$ cat src/rtl/key_debounce.sv
// Multi-channel key debouncer: two-flop synchronizer, per-channel debounce FSM,
// press/release pulses, and an optional long-press pulse enabled by KEY_LONG_PRESS_EN.
`timescale 1ns/1ps

module key_debounce #(
  parameter int KEY_WIDTH       = 4,
  parameter int DEBOUNCE_CYCLES = 1000000,
  parameter int LONG_CYCLES     = 50000000,
  parameter bit ACTIVE_LOW      = 1'b1
) (
  input  logic                 clk,
  input  logic                 rst,
  input  logic [KEY_WIDTH-1:0] key_in,
  output logic [KEY_WIDTH-1:0] key_level,
  output logic [KEY_WIDTH-1:0] key_press,
  output logic [KEY_WIDTH-1:0] key_release,
  output logic [KEY_WIDTH-1:0] key_long
);

  localparam int              CNT_W    = $clog2(DEBOUNCE_CYCLES + 1);
  localparam logic [CNT_W-1:0] CNT_LAST = CNT_W'(DEBOUNCE_CYCLES - 1);
  localparam logic [CNT_W-1:0] CNT_ONE  = CNT_W'(1);

  typedef enum logic [1:0] {
    IDLE      = 2'd0,
    PRESS_CNT = 2'd1,
    HELD      = 2'd2,
    REL_CNT   = 2'd3
  } state_e;

  logic [KEY_WIDTH-1:0] sync1_q;
  logic [KEY_WIDTH-1:0] sync2_q;
  logic [KEY_WIDTH-1:0] key_s;

  // Synchronizer resets to the raw "released" level so no phantom press follows reset.
  // NOTE: sequential state uses non-blocking (<=) so every flop samples pre-edge values.
  always_ff @(posedge clk) begin
    if (rst) begin
      sync1_q <= {KEY_WIDTH{ACTIVE_LOW}};
      sync2_q <= {KEY_WIDTH{ACTIVE_LOW}};
    end else begin
      sync1_q <= key_in;
      sync2_q <= sync1_q;
    end
  end

  assign key_s = ACTIVE_LOW ? ~sync2_q : sync2_q;

  for (genvar g = 0; g < KEY_WIDTH; g++) begin : g_ch
    state_e           state_q, state_d;
    logic [CNT_W-1:0] cnt_q, cnt_d;
    logic             level_q, level_d;
    logic             press_q, press_d;
    logic             rel_q, rel_d;

    always_ff @(posedge clk) begin
      if (rst) begin
        state_q <= IDLE;
        cnt_q   <= '0;
        level_q <= 1'b0;
        press_q <= 1'b0;
        rel_q   <= 1'b0;
      end else begin
        state_q <= state_d;
        cnt_q   <= cnt_d;
        level_q <= level_d;
        press_q <= press_d;
        rel_q   <= rel_d;
      end
    end

    // NOTE: every output of this block gets a default first, so no latch is inferred.
    always_comb begin
      state_d = state_q;
      cnt_d   = cnt_q;
      level_d = level_q;
      press_d = 1'b0;
      rel_d   = 1'b0;
      unique case (state_q)
        IDLE: begin
          cnt_d = '0;
          if (key_s[g]) state_d = PRESS_CNT;
        end
        PRESS_CNT: begin
          if (!key_s[g]) begin
            state_d = IDLE;
            cnt_d   = '0;
          end else if (cnt_q == CNT_LAST) begin
            state_d = HELD;
            cnt_d   = '0;
            level_d = 1'b1;
            press_d = 1'b1;
          end else begin
            cnt_d = cnt_q + CNT_ONE;
          end
        end
        HELD: begin
          cnt_d = '0;
          if (!key_s[g]) state_d = REL_CNT;
        end
        REL_CNT: begin
          if (key_s[g]) begin
            state_d = HELD;
            cnt_d   = '0;
          end else if (cnt_q == CNT_LAST) begin
            state_d = IDLE;
            cnt_d   = '0;
            level_d = 1'b0;
            rel_d   = 1'b1;
          end else begin
            cnt_d = cnt_q + CNT_ONE;
          end
        end
        default: begin
          state_d = IDLE;
          cnt_d   = '0;
        end
      endcase
    end

    assign key_level[g]   = level_q;
    assign key_press[g]   = press_q;
    assign key_release[g] = rel_q;

`ifdef KEY_LONG_PRESS_EN
    localparam int               HOLD_W    = $clog2(LONG_CYCLES + 1);
    localparam logic [HOLD_W-1:0] HOLD_LAST = HOLD_W'(LONG_CYCLES - 1);
    localparam logic [HOLD_W-1:0] HOLD_MAX  = HOLD_W'(LONG_CYCLES);
    localparam logic [HOLD_W-1:0] HOLD_ONE  = HOLD_W'(1);

    logic [HOLD_W-1:0] hold_q, hold_d;
    logic              long_q, long_d;

    always_ff @(posedge clk) begin
      if (rst) begin
        hold_q <= '0;
        long_q <= 1'b0;
      end else begin
        hold_q <= hold_d;
        long_q <= long_d;
      end
    end

    // Only a fresh press restarts the hold timer; a release bounce back into HELD keeps it,
    // and saturating at LONG_CYCLES guarantees a single long pulse per press.
    always_comb begin
      hold_d = hold_q;
      long_d = 1'b0;
      if (state_q == PRESS_CNT && state_d == HELD) begin
        hold_d = '0;
      end else if (state_q == HELD || state_q == REL_CNT) begin
        if (hold_q == HOLD_LAST) long_d = 1'b1;
        if (hold_q != HOLD_MAX)  hold_d = hold_q + HOLD_ONE;
      end
    end

    assign key_long[g] = long_q;
`else
    assign key_long[g] = 1'b0;
`endif
  end

endmodule

$ cat config.mk
export PLATFORM = sky130hd
export DESIGN_NAME = key_debounce
export DESIGN_NICKNAME = d
export VERILOG_FILES = /design/src/rtl/key_debounce.sv
export SDC_FILE = /design/constraint.sdc
export NUM_CORES = 1
export LEC_CHECK = 0
export CORE_MARGIN = 5
export CORE_UTILIZATION = 25
export CTS_BUF_LIST = sky130_fd_sc_hd__clkbuf_8
export DETAILED_ROUTE_END_ITERATION = 16
export DONT_BUFFER_PORTS = 1
export GPL_TIMING_DRIVEN = 0
export PLACE_DENSITY_LB_ADDON = 0.08
export SLEW_MARGIN = 10
export SYNTH_ARGS = -nofsm -noshare
export SYNTH_HDL_FRONTEND = slang
export SYNTH_SLANG_ARGS = --single-unit
$ cat constraint.sdc
create_clock -name clk -period 5.4 [get_ports clk]
set_clock_uncertainty 0.2 [all_clocks]
set_input_delay 0.54 -clock clk [delete_from_list [all_inputs] [get_ports clk]]
set_output_delay 0.54 -clock clk [all_outputs]
set_load 0.02 [all_outputs]
# Yosys cells after proc, flatten, opt, wreduce, memory -nomap -nowiden
# Index checks and enable logic that the tools add are counted.
[totals]
reg_bits = 108
inputBits = 6
out_inout_bits = 16
elab_cells = 183
[classes]
add_sub_neg = 4
n_eq_ne = 48
muxes = 68
bitwise = 13
n_reduce_logical = 28
[op_table]
columns = ["operator", "count"]
rows = [
  ["$mux W20", 12],
  ["$pmux W20 S3", 4],
  ["$add A20 B1 Y20 const B", 4],
  ["$eq A20 B20 Y1 const B", 4],
  ["$mux W2", 24],
  ["$ne A2 B2 Y1 const B", 24],
  ["$pmux W2 S4", 4],
  ["$ne A3 B3 Y1 const B", 8],
  ["$reduce_or A3 Y1", 8],
  ["$mux W1", 20],
  ["$reduce_and A5 Y1", 4],
  ["$eq A2 B2 Y1 const B", 8],
  ["$reduce_and A4 Y1", 4],
  ["$not A1 Y1", 12],
  ["$eq A2 B1 Y1 const B", 4],
  ["$logic_not A2 Y1", 4],
  ["$pmux W1 S2", 4],
  ["$reduce_bool A2 Y1", 4],
  ["$reduce_or A2 Y1", 4],
  ["$not A4 Y4", 1],
]

# Logic depth before layout (Yosys ltp)
# Gate-level depths: netlist of the first run.
[logic_depth]
depth_word = 4
ltp_mapped = 7
mapped_depth_nobuf = 5

# Worst setup path after synthesis of the first run
# No wires, ideal clock.
[synth_path]
kind = "register to register"
from = "reg g_ch[3].cnt_q[0]"
to = "reg g_ch[3].cnt_q[10]"
setup_ps = 128
arrival_ps = 1754
required_ps = 5072
path_slack_ps = 3318
stages_incl_launch_ff = 8
path_buffers = 2
synth_period_minus_slack_ps = 2082
path_cell_list = "dfxtp_1 ha_1 nand3_1 nor4_1 a21o_2 buf_6 clkbuf_1 nor2_1"
[synth_between]
elab_chain_len = 4
word_cells_on_any_way = 6
classes_between = "add/sub: 1; eq/ne: 1; mux: 4"
[synth_lines]
columns = ["element", "line", "text"]
rows = [
  ["start: declaration", "51", "logic [CNT_W-1:0] cnt_q, cnt_d;"],
  ["start signal: assignment", "65", "cnt_q <= cnt_d;"],
  ["$add A20 B1 Y20 or $eq A20 B20 Y1 (tied branches)", "--", ""],
  ["$mux W20 (*)", "88, 105", ""],
  ["$mux W20 (on tied branches)", "102, 85", ""],
  ["$pmux W20 S3 (*)", "79", "unique case (state_q)"],
]
# Mark *: on every way between the ends. The rest lies on a longest branch, timed or not.
# A chain may end at the register's enable or synchronous reset.

# Worst setup path in the final report of the first run
[layout_path]
from = "reg g_ch[3].cnt_q[0]"
to = "reg g_ch[3].cnt_q[8]"
# The elaborated chain is that of the path after synthesis.

==> summary.txt, run 1 <==
Status
  • Status: completed

Clock tree
  • Skew-Pair Late Insertion Delay: 0.38 ns
  • Root Buffer: clkbuf_8
  • CTS Buf Count: 9
  • CTS tree: built
  • CTS Sinks: 108
  • Cts hold-fix bufs: 0
  • Reg clk slew, reported paths: 0.10 ns
  • Resize count post-CTS: 0
  • Htree depth: 3
  • Post-CTS setup buffer count: 0
  • Clk buf depth: 2

Synth
  • Sequential area share after synthesis: 45.58%
  • Dominant synthesized flop cell: dfxtp_1
  • Asr flop ratio synth: 0%
  • Post-synth cell types: 46
  • Area leader, netlist: dfxtp_1
  • Mapped Area: 4743 um2
  • Main area contributors after synthesis: dfxtp_1 46%, xnor2_1 5.5%, nor2_1 5.4%
  • Syn Inst Count: 543
  • Yosys warns: 0
  • Seq cells post-synth: 108
  • Mean Syn Cell Area: 8.735 um2
  • Number of enable flip-flop cells after synthesis: 0
  • Top-area cell type share of the netlist area: 45.58%

Placed design
  • Area after DPL: 5047 um2
  • GP Congestion: 0.7179
  • Pre-CTS setup slack: 2.782 ns
  • IO Port Bufs: 0
  • Placed Cells: 780
  • Hpwl dp: 7.091 mm

Critical path
  • CP Launch Type: flip-flop
  • Crit path DAT: 2.68 ns
  • R2R cell count: 7
  • RR Endpoint: g_ch[3].cnt_q[8]
  • Slack of the worst reg-to-reg path: 2.77 ns
  • CP Data Required Time: 5.45 ns
  • Crit. End Element: flip-flop
  • Worst reg2reg path startpoint: g_ch[3].cnt_q[0]
  • Crit-path max FO: 10
  • Setup Crit Path Kind: flip-flop to flip-flop

STA
  • Worst-margin pin slew: 0.8485 ns
  • Slew Viols, Final: 0
  • Setup violators final: 0
  • Worst rel slew slack: 42.91%
  • Period utilisation layout: 48.62%
  • Fmax: 0.3809 GHz
  • Min Tclk post-route: 2.625 ns
  • Worst hold margin: 0.05788 ns
  • Final hold vios: 0
  • Setup TNS: 0 ns
  • Setup WS post-layout: 2.775 ns
  • Unrepaired setup endpoints after global routing: false

Routing
  • Initial DRC count: 134
  • Via count: 3685
  • Vias per cell: 4.629
  • Wl on met1: 4.766 mm
  • WL met2: 4.583 mm
  • Total Wirelength: 9.888 mm
  • Antenna viol nets, final: 0
  • Routed length on met3: 419 um
  • Drt first pass iters: 4
  • Top Layer Used: met5
  • Drt wl/cell: 12.42 um
  • DRC violations left: 0

Floorplanning
  • I/O pin cnt: 22
  • Die Y: 147.7 um
  • Die width: 147.7 um
  • DIE AREA: 21830 um2
  • Core area: 18710 um2
  • Initial Utilization: 25.36%
  • Row Count: 50

Power and ir drop
  • Final Power: 1.495 mW
  • P_leak: 1.589 nW
  • Net Sw Power: 308.8 uW
  • Clock share of power: 43.7%
  • Pwr Density: 281.1 nW/um2
  • Sequential share of power: 54.1%
  • Comb pwr share: 2.2%
  • Worst VDD drop: 0.0001459 V
  • Internal power: 1.186 mW
  • Net Sw Frac: 20.66%

GRT
  • Antenna violations before repair: 2
  • Vias in the first global route: 3504
  • First-pass GRT wire length: 17.01 mm
  • GRT Total Usage: 9.545%
  • Largest net degree at the start of global routing: 18
  • Total gr overflow: 0

Hold path
  • Hold depth: 1
  • Hold Path Sink: sync1_q[1]
  • Worst hold path startpoint: key_in[1]
  • Min-Delay Path Class: primary input to flip-flop

Final layout
  • Final Cell Area: 5319 um2
  • Final Non-Filler Cells: 796
  • Nets: 567
  • # diodes: 0
  • Layout cells sized above 1: 10.50%
  • Area Overhead vs Synth: 12.13%
  • Final core occ: 28.43%

Job
  • Max_cap viols: 0
## registers in the layout, summed over array words and instances, names as in the netlist, named ones only
name	flops
g_ch.cnt_q	80
g_ch.level_q	4
g_ch.press_q	4
g_ch.rel_q	4
g_ch.state_q	4
sync1_q	4
sync2_q	4
## synth_stat cells, drive strengths merged, types with 17 or more instances
library cell  number
xor2              22
o21ai             19
nor2              68
nand4             17
or3               21
buf               22
a21oi             27
inv               27
nand2             25
dfxtp            108
xnor2             30
nand3             30
## area by class of cell
cell class              count  area (um2)
flip-flops and latches    108        2162
inverters                  27       101.3
clock inverters             6       133.9
clock buffers              10       137.6
fillers                  1997       13390
well taps                 234       292.8
plain buffers              35       203.9
multi-input cells         376        2287
## metal layers
metal / vias to the layer above / track usage [%]
met1: 1733 / 11.78
met2: 30 / 15.81
met3: 9 / 3.556
li1: 1909 / -
met5: - / 0
met4: 4 / 2.377
## cells by family after synthesis
kind of cell	after synthesis	synth area share, %
adder cells (fa/ha/maj)	4	1.055
other	1	0.07906
AO/OA/AOI/OAI	69	8.863
flip-flops	108	45.58
AND/OR/NAND/NOR	247	28.38
buffers and inverters	62	6.436
XOR/XNOR	52	9.602
## how the worst max path moves through the flow
stage	to	start	depth (start not counted)
floorplan	g_ch[3].cnt_q[10]	g_ch[3].cnt_q[0]	7
global placement	g_ch[3].cnt_q[8]	g_ch[3].cnt_q[0]	7
detailed placement	g_ch[3].cnt_q[12]	g_ch[3].cnt_q[0]	7
CTS	g_ch[3].cnt_q[8]	g_ch[3].cnt_q[0]	7
global route	g_ch[3].cnt_q[8]	g_ch[3].cnt_q[0]	7
finish	g_ch[3].cnt_q[8]	g_ch[3].cnt_q[0]	7
## power groups by stage
stage	clock [mW]	sequential, mW	combinational [mW]
6_report	0.653	0.809	0.0331
5_1_grt	0.711	0.810	0.0368
4_1_cts	0.685	0.809	0.0337
3_5_place_dp	0	0.828	0.0337
3_3_place_gp	0	0.827	0.0333
2_1_floorplan	0	0.825	0.0287
## critical path: stages (launching register included)
cell      delay (ns)
dfxtp_1         0.40
ha_1            0.22
nand3_1         0.25
nor4_1          0.56
a21o_2          0.24
buf_6           0.14
clkbuf_1        0.40
nor2_1          0.10
## cells in the final DEF (no fill, tap or decap), drive strengths merged, types with 12 or more instances in the layout
master | Yosys | routed
dfxtp | 108 | 108
nor2 | 68 | 68
xnor2 | 30 | 30
nand3 | 30 | 30
inv | 27 | 28
a21oi | 27 | 27
nand2 | 25 | 25
clkbuf | 13 | 23
xor2 | 22 | 22
buf | 22 | 22
or3 | 21 | 21
o21ai | 19 | 19
nand4 | 17 | 17
nor3 | 14 | 14
or2 | 14 | 14
or4 | 13 | 13
nor4 | 12 | 12
No activity file was read; power rests on OpenSTA's default activity.
==> run 2, diff against run 1 <==
==> constraint.sdc (replaced) <==
create_clock -name clk -period 2.5 [get_ports clk]
set_clock_uncertainty 0.2 [all_clocks]
set_input_delay 0.25 -clock clk [delete_from_list [all_inputs] [get_ports clk]]
set_output_delay 0.25 -clock clk [all_outputs]
set_load 0.02 [all_outputs]
==> summary.txt, run 2 (same netlist as run 1, synthesis figures left out) <==
Routing
  • Drt wl/cell: 12.42 um (about the same)
  • Total Wirelength: 9.938 mm (+0.51%)
  • Drt first pass iters: 6 (+2)
  • Via count: 3671 (-0.38%)
  • DRC violations left: 0 (unchanged)
  • Vias per cell: 4.589 (-0.88%)
  • Initial DRC count: 143 (+6.7%)
  • Antenna viol nets, final: 0 (unchanged)

Final layout
  • Area Overhead vs Synth: 13.74%
  • Final Cell Area: 5395 um2 (+1.4%)
  • Number of flip-flops under the largest register name: 80 (unchanged)
  • # diodes: 0 (unchanged)
  • Nets: 571 (+0.71%)
  • Largest reg by FF count: g_ch.cnt_q
  • Final core occ: 28.84% (+0.41 points)
  • Commonest non-fill, non-tap cells in the layout: 108 x dfxtp_1, 68 x nor2_1, 30 x xnor2_1
  • Commonest non-fill, non-tap cell in the layout: dfxtp_1
  • # fillers: 1996 (-0.050%)
  • Layout cells sized above 1: 12.01% (+1.5 points)
  • Final Non-Filler Cells: 800 (+0.50%)

STA
  • Min Tclk post-route: 2.267 ns (-0.3581 ns)
  • Setup TNS: 0 ns (unchanged)
  • Setup WS post-layout: 0.2328 ns (-2.542 ns)
  • Unrepaired setup endpoints after global routing: false
  • Worst-margin pin slew: 0.5344 ns (-0.3141 ns)
  • Period utilisation layout: 90.69% (+42 points)
  • Slew Viols, Final: 0 (unchanged)
  • Final hold vios: 0 (unchanged)
  • Worst rel slew slack: 64.08% (+21 points)
  • Setup violators final: 0 (unchanged)
  • Fmax: 0.4411 GHz (+16%)
  • Worst hold margin: 0.1517 ns (+0.09381 ns)

Critical path
  • CP Data Required Time: 2.61 ns (-2.84 ns)
  • Setup Crit Path Kind: flip-flop to flip-flop
  • CP max stage delay: 0.67 ns (+0.11 ns)
  • Crit-path max FO: 7 (-3)
  • Crit path buf inv count: 0 (-2)
  • CP Launch Type: flip-flop
  • Crit path max-delay family: simple AND/OR/NAND/NOR gates
  • Crit. End Element: flip-flop
  • Crit path DAT: 2.38 ns (-0.30 ns)
  • Critical Path Slowest Stage Cell: or4_1
  • CP Cell Sequence: ha_1 -> nand3_2 -> or4_1 -> or3_1 -> a21oi_1

Power and ir drop
  • P_leak: 1.622 nW (+2.0%)
  • Final Power: 3.236 mW (+120%)
  • Pwr Density: 599.8 nW/um2 (+110%)
  • Worst VDD drop: 0.0003159 V (+120%)

GRT
  • Vias in the first global route: 3509 (+0.14%)
  • Met2 usage: 15.74% (-0.069 points)
  • Largest net degree at the start of global routing: 18 (unchanged)
  • Antenna violations before repair: 0 (-2)
  • Met1 Resource Use GR: 12.13% (+0.36 points)
  • M3 GR Usage: 3.311% (-0.25 points)
  • GRT Total Usage: 9.596% (+0.052 points)
  • First-pass GRT wire length: 17.13 mm (+0.73%)
  • Total gr overflow: 0 (unchanged)
  • GR peak layer: met2

Placed design
  • GP Congestion: 0.7179 (unchanged)
  • Hpwl dp: 7.091 mm (unchanged)
  • Pre-CTS setup slack: -0.1180 ns (-2.900 ns)
  • IO Port Bufs: 0 (unchanged)
  • Placed Cells: 780 (unchanged)
  • Area after DPL: 5047 um2 (unchanged)

Hold path
  • Min-Delay Path Class: primary input to flip-flop

Floorplanning
  • Die width: 147.7 um (unchanged)
  • DIE AREA: 21830 um2 (unchanged)
  • Die Y: 147.7 um (unchanged)
  • Row Count: 50 (unchanged)
  • Initial Utilization: 25.36% (unchanged)
  • I/O pin cnt: 22 (unchanged)
  • Core area: 18710 um2 (unchanged)

Clock tree
  • CTS Buf Count: 9 (unchanged)
  • CTS Sinks: 108 (unchanged)
  • Clk buf depth: 2 (unchanged)
  • CTS tree: built
  • Reg clk slew, reported paths: 0.10 ns (about the same)
  • Htree depth: 3 (unchanged)
  • Skew-Pair Late Insertion Delay: 0.38 ns (about the same)
  • Root Buffer: clkbuf_8

Status
  • Status: completed

Job
  • Max_cap viols: 0 (unchanged)
run 2: cell count changes in the layout (fill, tap and decap cells not counted), sizes merged:
cell	change
clkbuf	-1
dlygate4sd3	+5
run 2: report_power, final:
part	internal [mW]	leakage [nW]	total (mW)	switching (mW)
combinational	0.0370	0.612	0.0781	0.0411
clock	0.796	0.137	1.41	0.615
sequential	1.73	0.872	1.75	0.0122
run 2: worst reg2reg max path, stage by stage, from the launching register on:
cell,delay [ns]
dfxtp_1,0.40
ha_1,0.24
nand3_2,0.19
or4_1,0.67
or3_1,0.38
a21oi_1,0.14
run 2: final cells by class:
class                      instances  area (um2)  share of cell area (%)
timing repair buffer               5       50.05                  0.9276
sequential                       108        2162                   40.07
multi-input combinational        376        2311                   42.83
clock inverter                     6       133.9                   2.481
buffer                            34       206.4                   3.827
inverter                          27       101.3                   1.878
clock buffer                      10       137.6                   2.551
tap                              234       292.8                   5.427
run 2: repair_timing:
item | 4_1_cts | 5_1_grt
hold buffers | 5 | 0
pin swaps | 0 | 0
gates resized for setup | 3 | 11
setup endpoints to repair | 46 | 47
buffers inserted | 0 | 0
hold endpoints to repair | 8 | 0
run 2: metal layers:
| metal | vias up | share of wire (%) |
|---|---|---|
| li1 | 1915 | - |
| met1 | 1710 | 49 |
| met2 | 40 | 46 |
| met3 | 6 | 3.8 |
| met4 | 0 | 0.98 |
| met5 | - | 0 |
run 2: path summary, 6_finish.rpt:
kind         cells after the start                 to        startpoint  slack, ns
max reg2reg                      5  g_ch[3].cnt_q[18]  g_ch[3].cnt_q[0]       0.23
min                              2    g_ch[3].press_q               rst       0.15
max                              5  g_ch[3].cnt_q[18]  g_ch[3].cnt_q[0]       0.23
min reg2reg                      1         sync2_q[3]        sync1_q[3]       0.22
==> run 3, diff against run 2 <==
==> constraint.sdc (replaced) <==
create_clock -name clk -period 2.59 [get_ports clk]
set_clock_uncertainty 0.2 [all_clocks]
set_input_delay 0.259 -clock clk [delete_from_list [all_inputs] [get_ports clk]]
set_output_delay 0.259 -clock clk [all_outputs]
set_load 0.02 [all_outputs]
==> summary.txt, run 3 (same netlist as run 1, synthesis figures left out) <==
Job
  • Max_cap viols: 0 (unchanged)

GRT
  • Total gr overflow: 0 (unchanged)
  • Antenna violations before repair: 0 (unchanged)
  • Vias in the first global route: 3509 (unchanged)
  • Largest net degree at the start of global routing: 18 (unchanged)
  • GRT Total Usage: 9.596% (unchanged)
  • First-pass GRT wire length: 17.13 mm (unchanged)

Power and ir drop
  • Comb pwr share: 2.4% (about the same)
  • P_leak: 1.613 nW (-0.54%)
  • Clock share of power: 43.6% (about the same)
  • Sequential share of power: 54.0% (about the same)
  • Net Sw Frac: 20.67% (+0.022 points)
  • Final Power: 3.124 mW (-3.4%)
  • Net Sw Power: 645.7 uW (-3.3%)
  • Worst VDD drop: 0.0003049 V (-3.5%)
  • Pwr Density: 579.7 nW/um2 (-3.3%)
  • Internal power: 2.479 mW (-3.5%)

Final layout
  • Final core occ: 28.81% (-0.033 points)
  • Largest reg by FF count: g_ch.cnt_q
  • Number of flip-flops under the largest register name: 80 (unchanged)
  • # diodes: 0 (unchanged)
  • Reg area: 2162 um2 (unchanged)
  • Area Overhead vs Synth: 13.61%
  • # fillers: 1998 (+0.10%)
  • Commonest non-fill, non-tap cell in the layout: dfxtp_1
  • Nets: 572 (+0.18%)
  • Commonest non-fill, non-tap cells in the layout: 108 x dfxtp_1, 68 x nor2_1, 30 x xnor2_1
  • Area used by multi-input combinational logic: 2306 um2 (-0.22%)
  • Layout cells sized above 1: 11.11% (-0.90 points)

STA
  • Worst-margin pin slew: 0.5344 ns (-0.00001198 ns)
  • Slew Viols, Final: 0 (unchanged)
  • Setup WS post-layout: 0.1628 ns (-0.07002 ns)
  • Unrepaired setup endpoints after global routing: true
  • Fmax: 0.4120 GHz (-6.6%)
  • Min Tclk post-route: 2.427 ns (+0.1600 ns)
  • Setup violators final: 0 (unchanged)
  • Worst rel slew slack: 64.08% (about the same)
  • Period utilisation layout: 93.71% (+3.0 points)
  • Final hold vios: 0 (unchanged)

Floorplanning
  • Die Y: 147.7 um (unchanged)
  • Initial Utilization: 25.36% (unchanged)
  • Die width: 147.7 um (unchanged)
  • I/O pin cnt: 22 (unchanged)
  • Core area: 18710 um2 (unchanged)
  • Row Count: 50 (unchanged)
  • DIE AREA: 21830 um2 (unchanged)

Critical path
  • Critical Path Slowest Stage Cell: o311ai_1
  • CP max stage delay: 0.45 ns (-0.22 ns)
  • Crit path DAT: 2.47 ns (+0.09 ns)
  • Slack of the worst reg-to-reg path: 0.16 ns (-0.07 ns)
  • Crit path max-delay family: buffers and inverters
  • CP Data Required Time: 2.63 ns (+0.02 ns)
  • Crit. End Element: flip-flop
  • Setup Crit Path Kind: flip-flop to flip-flop
  • CP Cell Sequence: ha_1 -> clkbuf_1 -> nand4b_1 -> o311ai_1 -> buf_1 -> a21oi_1
  • Crit path buf inv count: 2 (+2)
  • CP Launch Type: flip-flop
  • Crit-path max FO: 10 (+3)

Status
  • Status: completed

Routing
  • Total Wirelength: 9.927 mm (-0.11%)
  • Via count: 3685 (+0.38%)
  • Drt first pass iters: 6 (unchanged)
  • Initial DRC count: 126 (-12%)
  • Vias per cell: 4.600 (+0.26%)
  • Antenna viol nets, final: 0 (unchanged)
  • DRC violations left: 0 (unchanged)
  • Drt wl/cell: 12.39 um (-0.24%)

Clock tree
  • Clk buf depth: 2 (unchanged)
  • CTS Sinks: 108 (unchanged)
  • CTS tree: built
  • Htree depth: 3 (unchanged)
  • Reg clk slew, reported paths: 0.11 ns (about the same)
  • Root Buffer: clkbuf_8
  • CTS Buf Count: 9 (unchanged)
  • Skew-Pair Late Insertion Delay: 0.38 ns (about the same)

Placed design
  • IO Port Bufs: 0 (unchanged)
  • GP Congestion: 0.7179 (unchanged)
  • Hpwl dp: 7.091 mm (unchanged)
  • Pre-CTS setup slack: -0.02798 ns (+0.09000 ns)

Hold path
  • Min-Delay Path Class: primary input to flip-flop
run 3: cell count changes in the layout (fill, tap and decap cells not counted):
cell,change
nand3_1,+1
clkbuf_1,+3
buf_1,+2
nand3_2,-1
clkbuf_2,-4
run 3: repair_timing:
item	4_1_cts	5_1_grt
endpoints found under the hold margin	8	0
buffers inserted	0	0
pin swaps	0	0
hold buffers	5	0
gates resized for setup	2	5
setup endpoints to repair	11	53
run 3: power by group through the flow:
stage / Sequential (mW) / Clock (mW) / Combinational, mW
CTS: 1.69 / 1.43 / 0.0771
finish: 1.69 / 1.36 / 0.0755
global placement: 1.73 / 0 / 0.0694
global route: 1.69 / 1.49 / 0.0839
detailed placement: 1.73 / 0 / 0.0703
floorplan: 1.72 / 0 / 0.0599
run 3: layer usage:
| layer | routed length, um | global-route usage [%] |
|---|---|---|
| met5 | 0 | 0 |
| met4 | 97 | 2.377 |
| met3 | 369 | 3.311 |
| met2 | 4521 | 15.74 |
| met1 | 4938 | 12.13 |
run 3: worst paths after layout:
| kind | from | to | cells after the start |
|---|---|---|---|
| max | g_ch[0].cnt_q[0] | g_ch[0].cnt_q[19] | 6 |
| min | rst | g_ch[3].press_q | 2 |
| max reg2reg | g_ch[0].cnt_q[0] | g_ch[0].cnt_q[19] | 6 |
| min reg2reg | sync1_q[2] | sync2_q[2] | 1 |
run 3: worst reg2reg max path, delay by kind of cell (launching register included):
family          cells  cell delay, ns
buf+inv             2            0.74
compound gates      2            0.53
flops               1            0.36
simple gates        1            0.30
fa+ha+maj           1            0.15
run 3: cell type report:
type | count | share of cell area, %
multi-input combinational | 376 | 42.79
sequential | 108 | 40.12
tap | 234 | 5.433
buffer | 35 | 3.808
clock buffer | 10 | 2.554
clock inverter | 6 | 2.484
inverter | 27 | 1.881
timing repair buffer | 5 | 0.9287
run 3: through the flow:
step	cell area, um2	setup TNS [ns]	cells	hold slack (ns)
6_report	5389	0	801	0.1607
5_1_grt	5389	-1.466	801	0.1775
4_1_cts	5381	0	801	0.1612
3_5_place_dp	5047	-0.1798	780	0.1652
3_3_place_gp	5047	-0.002349	780	0.1648
2_1_floorplan	4755	0	546	0.1628
